### src/rtl/mainmem_pkg.sv
// Shared types and constants for the main-memory arbiter and its requesters.
package mainmem_pkg;

  localparam int unsigned MM_ADDR_W = 32;
  localparam int unsigned MM_DATA_W = 32;
  localparam int unsigned MM_BE_W   = MM_DATA_W / 8;

  localparam int unsigned REQ_IMEM0 = 0;
  localparam int unsigned REQ_IMEM1 = 1;
  localparam int unsigned REQ_DMEM0 = 2;
  localparam int unsigned REQ_DMEM1 = 3;

  typedef enum logic [1:0] {
    IDLE  = 2'd0,
    ISSUE = 2'd1,
    WAIT  = 2'd2,
    RESP  = 2'd3
  } arb_state_t;

  typedef struct packed {
    logic [MM_ADDR_W-1:0] addr;
    logic [MM_BE_W-1:0]   byte_en;
    logic [MM_DATA_W-1:0] wdata;
  } mem_req_t;

endpackage

### src/rtl/mainmem_arbiter_if.sv
// Requester-side and ext_mem-side bus of the main-memory arbiter.
interface mainmem_arbiter_if #(
  parameter int unsigned NREQ   = 4,
  parameter int unsigned ADDR_W = 32,
  parameter int unsigned DATA_W = 32
);
  localparam int unsigned BE_W = DATA_W / 8;

  logic [NREQ-1:0]        req_valid;
  logic [NREQ-1:0]        req_ready;
  logic [NREQ*ADDR_W-1:0] req_addr;
  logic [NREQ*BE_W-1:0]   req_byte_en;
  logic [NREQ*DATA_W-1:0] req_wdata;
  logic [NREQ-1:0]        resp_valid;
  logic [NREQ-1:0]        resp_ready;
  logic [DATA_W-1:0]      resp_rdata;

  logic                   mem_req_valid;
  logic                   mem_req_ready;
  logic [ADDR_W-1:0]      mem_req_addr;
  logic [BE_W-1:0]        mem_req_byte_en;
  logic [DATA_W-1:0]      mem_req_wdata;
  logic                   mem_resp_valid;
  logic                   mem_resp_ready;
  logic [DATA_W-1:0]      mem_resp_rdata;

  modport slave (
    input  req_valid, req_addr, req_byte_en, req_wdata, resp_ready,
           mem_req_ready, mem_resp_valid, mem_resp_rdata,
    output req_ready, resp_valid, resp_rdata,
           mem_req_valid, mem_req_addr, mem_req_byte_en, mem_req_wdata, mem_resp_ready
  );

  modport master (
    output req_valid, req_addr, req_byte_en, req_wdata, resp_ready,
           mem_req_ready, mem_resp_valid, mem_resp_rdata,
    input  req_ready, resp_valid, resp_rdata,
           mem_req_valid, mem_req_addr, mem_req_byte_en, mem_req_wdata, mem_resp_ready
  );

endinterface

### src/rtl/rr_picker.sv
// Combinational round-robin priority encoder: first set request at or after ptr, modulo N.
module rr_picker #(
  parameter int unsigned N     = 4,
  parameter int unsigned IDX_W = 2
) (
  input  logic [N-1:0]     req,
  input  logic [IDX_W-1:0] ptr,
  output logic [N-1:0]     grant,
  output logic             any,
  output logic [IDX_W-1:0] idx
);

  int unsigned      k;
  logic [IDX_W-1:0] kk;

  always_comb begin
    grant = '0;
    any   = 1'b0;
    idx   = '0;
    k     = 0;
    kk    = '0;
    for (int unsigned i = 0; i < N; i++) begin
      k  = (ptr + i) % N;
      kk = IDX_W'(k);
      if (!any && req[kk]) begin
        any       = 1'b1;
        grant[kk] = 1'b1;
        idx       = kk;
      end
    end
  end

endmodule

### src/rtl/mainmem_arbiter.sv
// Round-robin arbiter sharing the single ext_mem port among the cache requesters,
// one transaction outstanding at a time.
module mainmem_arbiter
  import mainmem_pkg::*;
#(
  parameter int unsigned NREQ   = 4,
  parameter int unsigned ADDR_W = MM_ADDR_W,
  parameter int unsigned DATA_W = MM_DATA_W
) (
  input  logic                CLK,
  input  logic                RST_N,
  mainmem_arbiter_if.slave    bus,
  output logic [31:0]         busy_cycles
);

  localparam int unsigned IDX_W = (NREQ > 1) ? $clog2(NREQ) : 1;
  localparam int unsigned BE_W  = DATA_W / 8;

  arb_state_t        state;
  logic [IDX_W-1:0]  rr_ptr;
  logic [IDX_W-1:0]  cur_id;
  mem_req_t          req_q;
  logic [DATA_W-1:0] rdata_q;

  logic [NREQ-1:0]   pick_grant;
  logic              pick_any;
  logic [IDX_W-1:0]  pick_idx;
  logic              accept;

  rr_picker #(
    .N     (NREQ),
    .IDX_W (IDX_W)
  ) u_rr_picker (
    .req   (bus.req_valid),
    .ptr   (rr_ptr),
    .grant (pick_grant),
    .any   (pick_any),
    .idx   (pick_idx)
  );

  // req_ready is the only combinational output; gating with RST_N keeps it low during reset.
  assign accept        = (state == IDLE) && pick_any && RST_N;
  assign bus.req_ready = accept ? pick_grant : '0;

  assign bus.mem_req_valid   = (state == ISSUE);
  assign bus.mem_req_addr    = req_q.addr;
  assign bus.mem_req_byte_en = req_q.byte_en;
  assign bus.mem_req_wdata   = req_q.wdata;
  assign bus.mem_resp_ready  = (state == WAIT);
  assign bus.resp_rdata      = rdata_q;

  always_comb begin
    bus.resp_valid = '0;
    if (state == RESP) bus.resp_valid[cur_id] = 1'b1;
  end

  always_ff @(posedge CLK or negedge RST_N) begin
    if (!RST_N) begin
      state       <= IDLE;
      rr_ptr      <= '0;
      cur_id      <= '0;
      req_q       <= '0;
      rdata_q     <= '0;
      busy_cycles <= '0;
    end else begin
      if (state != IDLE) busy_cycles <= busy_cycles + 32'd1;
      case (state)
        IDLE: begin
          if (pick_any) begin
            req_q.addr    <= bus.req_addr[pick_idx*ADDR_W +: ADDR_W];
            req_q.byte_en <= bus.req_byte_en[pick_idx*BE_W +: BE_W];
            req_q.wdata   <= bus.req_wdata[pick_idx*DATA_W +: DATA_W];
            cur_id        <= pick_idx;
            state         <= ISSUE;
          end
        end
        ISSUE: if (bus.mem_req_ready) state <= WAIT;
        WAIT: begin
          if (bus.mem_resp_valid) begin
            rdata_q <= bus.mem_resp_rdata;
            state   <= RESP;
          end
        end
        RESP: begin
          if (bus.resp_ready[cur_id]) begin
            rr_ptr <= (cur_id == IDX_W'(NREQ - 1)) ? '0 : cur_id + 1'b1;
            state  <= IDLE;
          end
        end
        default: state <= IDLE;
      endcase
    end
  end

`ifdef SIMULATION
  always @(posedge CLK) begin
    if (RST_N && bus.mem_resp_valid && state != WAIT)
      $display("mainmem_arbiter: protocol error, mem_resp_valid outside WAIT at %0t", $time);
  end
`endif

endmodule
### src/flat_wrapper.sv
// flat-port wrapper written by rule: the top's interface ports become plain ports
module mainmem_arbiter_flat import mainmem_pkg::*;
#(
  parameter int unsigned NREQ   = 4,
  parameter int unsigned ADDR_W = MM_ADDR_W,
  parameter int unsigned DATA_W = MM_DATA_W
)
  (CLK, RST_N, busy_cycles, bus_req_valid, bus_req_addr, bus_req_byte_en, bus_req_wdata, bus_resp_ready, bus_mem_req_ready, bus_mem_resp_valid, bus_mem_resp_rdata, bus_req_ready, bus_resp_valid, bus_resp_rdata, bus_mem_req_valid, bus_mem_req_addr, bus_mem_req_byte_en, bus_mem_req_wdata, bus_mem_resp_ready);
  mainmem_arbiter_if #(.NREQ(NREQ), .ADDR_W(ADDR_W), .DATA_W(DATA_W)) bus_i ();
  input  logic CLK;
  input  logic RST_N;
  output logic [31:0] busy_cycles;
  input wire logic [$bits(bus_i.req_valid)-1:0] bus_req_valid;
  input wire logic [$bits(bus_i.req_addr)-1:0] bus_req_addr;
  input wire logic [$bits(bus_i.req_byte_en)-1:0] bus_req_byte_en;
  input wire logic [$bits(bus_i.req_wdata)-1:0] bus_req_wdata;
  input wire logic [$bits(bus_i.resp_ready)-1:0] bus_resp_ready;
  input wire logic [$bits(bus_i.mem_req_ready)-1:0] bus_mem_req_ready;
  input wire logic [$bits(bus_i.mem_resp_valid)-1:0] bus_mem_resp_valid;
  input wire logic [$bits(bus_i.mem_resp_rdata)-1:0] bus_mem_resp_rdata;
  output wire logic [$bits(bus_i.req_ready)-1:0] bus_req_ready;
  output wire logic [$bits(bus_i.resp_valid)-1:0] bus_resp_valid;
  output wire logic [$bits(bus_i.resp_rdata)-1:0] bus_resp_rdata;
  output wire logic [$bits(bus_i.mem_req_valid)-1:0] bus_mem_req_valid;
  output wire logic [$bits(bus_i.mem_req_addr)-1:0] bus_mem_req_addr;
  output wire logic [$bits(bus_i.mem_req_byte_en)-1:0] bus_mem_req_byte_en;
  output wire logic [$bits(bus_i.mem_req_wdata)-1:0] bus_mem_req_wdata;
  output wire logic [$bits(bus_i.mem_resp_ready)-1:0] bus_mem_resp_ready;
  assign bus_i.req_valid = bus_req_valid;
  assign bus_i.req_addr = bus_req_addr;
  assign bus_i.req_byte_en = bus_req_byte_en;
  assign bus_i.req_wdata = bus_req_wdata;
  assign bus_i.resp_ready = bus_resp_ready;
  assign bus_i.mem_req_ready = bus_mem_req_ready;
  assign bus_i.mem_resp_valid = bus_mem_resp_valid;
  assign bus_i.mem_resp_rdata = bus_mem_resp_rdata;
  assign bus_req_ready = bus_i.req_ready;
  assign bus_resp_valid = bus_i.resp_valid;
  assign bus_resp_rdata = bus_i.resp_rdata;
  assign bus_mem_req_valid = bus_i.mem_req_valid;
  assign bus_mem_req_addr = bus_i.mem_req_addr;
  assign bus_mem_req_byte_en = bus_i.mem_req_byte_en;
  assign bus_mem_req_wdata = bus_i.mem_req_wdata;
  assign bus_mem_resp_ready = bus_i.mem_resp_ready;
  mainmem_arbiter #(.NREQ(NREQ), .ADDR_W(ADDR_W), .DATA_W(DATA_W)) u_core (.CLK(CLK), .RST_N(RST_N), .bus(bus_i), .busy_cycles(busy_cycles));
endmodule
### config.mk
export PLATFORM = sky130hd
export DESIGN_NAME = mainmem_arbiter_flat
export DESIGN_NICKNAME = d
export VERILOG_FILES = /design/src/rtl/mainmem_pkg.sv /design/src/rtl/mainmem_arbiter_if.sv /design/src/rtl/rr_picker.sv /design/src/rtl/mainmem_arbiter.sv /design/src/flat_wrapper.sv
export SDC_FILE = /design/constraint.sdc
export NUM_CORES = 1
export LEC_CHECK = 0
export ABC_AREA = 1
export BUFFER_PORTS_ARGS = -buffer_cell sky130_fd_sc_hd__buf_2
export CAP_MARGIN = 20
export CORE_ASPECT_RATIO = 1.75
export CORE_UTILIZATION = 25
export CTS_BUF_LIST = sky130_fd_sc_hd__clkbuf_4
export DETAILED_ROUTE_END_ITERATION = 7
export PLACE_DENSITY = 0.5
export SLEW_MARGIN = 5
export SYNTH_ARGS = -nofsm -noshare
export SYNTH_HDL_FRONTEND = slang
export SYNTH_SLANG_ARGS = --single-unit
### constraint.sdc
create_clock -name CLK -period 2.3 [get_ports CLK]
set_input_delay 0 -clock CLK [delete_from_list [all_inputs] [get_ports CLK]]
set_output_delay 0 -clock CLK [all_outputs]
set_load 0.1 [all_outputs]
==> qor.yml <==
critical_path:
  worst_setup_path_end_kind: "output port"
  path_cells: "inv_2, ha_4, inv_4, nand3_2, nand2_2, nand4_1, buf_4, o2111ai_4, nand2_2, clkinvlp_4, buf_12"
  worst-r2r-setup-slack_ns: -0.17
  path_delay_family: "buffers and inverters"
  cp_num_buf_inv: 5
  arrival_ns: 2.53
  r2r_start: "u_core.rr_ptr[0]"
  max_stage_delay_ns: 0.41
  critPathMaxFanout: 5
  critPathKind: "reg -> out"
  critical_path_required_ns: 2.30
  slowest_stage: "dfrtp_1"
  critPathLaunch: "u_core.rr_ptr[0]"
  startpoint_type: "register"
  crit_top_cell: "nand2_2"
finish:
  nNetsFinal: 2483
  layout-drive-gt1-share_pct: 32.32
  design_area_mm2: 0.01698
  synthToLayoutAreaGrowth_pct: 83.86
  final_common_cell: "buf_2"
  final_cell_mix: "buf_2 (452), nand2_1 (384), dlygate4sd3_1 (317), inv_1 (246), nand3_1 (218)"
  fillers: 3386
floorplan:
  pin_count: 458
  dieHeight_um: 256.2
  dieArea_mm2: 0.03774
  die_x_um: 147.3
  row_count: 92
  start_util_pct: 25.47
  core-area_mm2: 0.03626
yosys:
  syn_nets: 1669
  ys_ff_latch: 138
  avgSynthCellArea_um2: 6.912
  mappedNetlistArea_mm2: 0.009234
  yosys_warnings: 0
  synth_cells: 1336
  seq_area_frac_synth_pct: 37.40
  ys_types: 34
clock_tree:
  clockBufferDepth: 2
  clk_latency_ns: 0.59
  h-tree-depth: 4
  cts_buffers: 17
  cts.sinks: 138
  cts_tree: "done"
  clk_pin_slew_worst_paths_ns: 0.14
  clock-root-buffer: "clkbuf_4"
routing:
  drc: 0
  drtPass1Iterations: 5
  drt-met1-wl_mm: 16.11
  wl_per_cell_um: 16.58
  drt-initial-drc-count: 535
  vias: 11892
  wl_met2_mm: 23.22
  wl_met3_mm: 2.139
  wirelength_mm: 43.73
  top_layer: "met4"
  viasPerCell: 4.508
  ant_nets: 0
placement:
  io_buffer_count: 457
  dpl.hpwl_mm: 26.58
  dpl_worst_slack_ns: 0.02594
  postPlaceCellArea_mm2: 0.01236
  place_congestion: 0.8965
timing:
  hold_violations: 0
  setup_viol: 71
  period_share_pct: 110.1
  finalWorstSetupSlack_ns: -0.2334
  skew_ns: 0.01666
  rsz0062_at_grt: "yes"
  fin_crit_ns: 2.533
  relSlewSlack_pct: 48.41
  tightest_slew_ns: 0.7738
  maxSlewViolCount: 0
  fmax_mhz: 394.7
global_routing:
  grt_pass1_wl_mm: 61.61
  grt_util_all_layers_pct: 20.76
  grt_max_degree: 85
  grt_pass1_vias: 12225
  grt.overflow.total: 0
  antenna_found_initial: 4
status:
  status: "finished, violations left"
  violations: "setup timing"
flow_run:
  maxCapViolations: 0
min_path:
  min-delay-start: "bus_resp_ready[3]"
  hp-class: "in -> reg"
## cell type report
class | count | area (µm²) | area share, %
repair buffers | 860 | 6773 | 39.89
clock buffers | 17 | 127.6 | 0.7517
flip-flops and latches | 138 | 3460 | 20.38
well taps | 470 | 588.1 | 3.464
multi-input cells | 876 | 4862 | 28.64
inverters | 257 | 988.4 | 5.822
clock inverters | 15 | 166.4 | 0.9802
diodes | 5 | 12.51 | 0.07370
## registers in the layout, indices dropped and copies added, names as in the netlist
name,count
u_core.cur_id,2
u_core.bus.mem_req_wdata,32
u_core.busy_cycles,32
u_core.rr_ptr,2
u_core.bus.mem_req_byte_en,4
u_core.state,2
u_core.bus.mem_req_addr,32
u_core.bus.resp_rdata,32
## through the flow
step | instances | hold WS [ns] | setup TNS (ns) | utilization (%)
6_report | 2638 | 0.08588 | -5.972 | 46.82
3_5_place_dp | 2239 | 0.08513 | 0 | 34.10
3_3_place_gp | 2239 | 0.07082 | 0 | 34.10
2_1_floorplan | 1336 | -0.2956 | 0 | -
4_1_cts | 2602 | 0.0003039 | -1.452 | 44.33
5_1_grt | 2637 | 0.05577 | -13.54 | 46.82
## cell usage after synthesis, drive strengths merged
cell / instances / share of area (%)
nand4: 5 / 0.34
a21oi: 7 / 0.38
o22a: 1 / 0.095
xnor2: 14 / 1.3
nor3: 15 / 0.81
clkinv: 1 / 0.041
nand3b: 1 / 0.12
buf: 52 / 3.3
o22ai: 3 / 0.20
nand2: 402 / 17
a22oi: 1 / 0.081
nand3: 264 / 14
o21ai: 8 / 0.43
clkbuf: 13 / 0.54
xor2: 17 / 1.6
dfrtp: 138 / 37
mux2: 32 / 3.9
a21boi: 1 / 0.081
nor2: 24 / 1.2
o2111ai: 1 / 0.095
ha: 17 / 2.3
or2: 63 / 4.3
inv: 256 / 10
## worst register-to-register path, stage by stage (launching register included)
cell and delay (ns):
dfrtp_1 0.38, inv_2 0.07, ha_4 0.32, inv_4 0.05, nand3_2 0.06, nand2_2 0.08, nor2_4 0.15, buf_6 0.14
buf_6 0.10, nand4_1 0.10, nand2_2 0.16, buf_8 0.13, nor2_4 0.04, buf_12 0.13, buf_12 0.13, clkbuf_16 0.17
nand3_1 0.10, nand3_1 0.07
## timing repair
action / in CTS / in global routing
setup buffers: 15 / 11
cloned: 0 / 19
setup endpoints to repair: 4 / 78
endpoints found under the hold margin: 242 / 23
pin swaps: 13 / 24
hold buffers: 316 / 1
resized for setup: 34 / 80
## kinds of logic (layout without fill, tap and decap cells)
group           after synthesis  in the layout  share of synthesized area [%]
other cells                   0              5                              0
compound gates               22             22                          1.369
flops                       138            138                          37.40
xor+xnor                     31             31                          2.940
mux                          32             32                          3.902
simple gates                774            774                          37.76
buf+inv                     322           1149                          14.32
fa+ha+maj                    17             17                          2.303
## path summary, 6_finish.rpt
kind                                                      to  cells past startpoint
worst max-delay path                        bus_req_ready[3]                     11
worst max register to register   u_core.bus.mem_req_addr[15]                     17
worst min register to register  u_core.bus.mem_req_wdata[11]                      2
worst min-delay path                         u_core.state[1]                      6
min in group asynchronous         u_core.bus.mem_req_addr[6]                      4
max in group asynchronous              u_core.busy_cycles[2]                      4
## metal layers
layer  global-route usage (%)  vias to the layer above
met3                    3.665                      128
met2                    39.37                      519
met1                    20.85                     5529
met4                    11.91                        0
met5                        0                        -
li1                         -                     5716
Power is left out: the tool's default activity adds up to more than one toggle a clock period on the data nets, which glitch-free logic cannot reach.
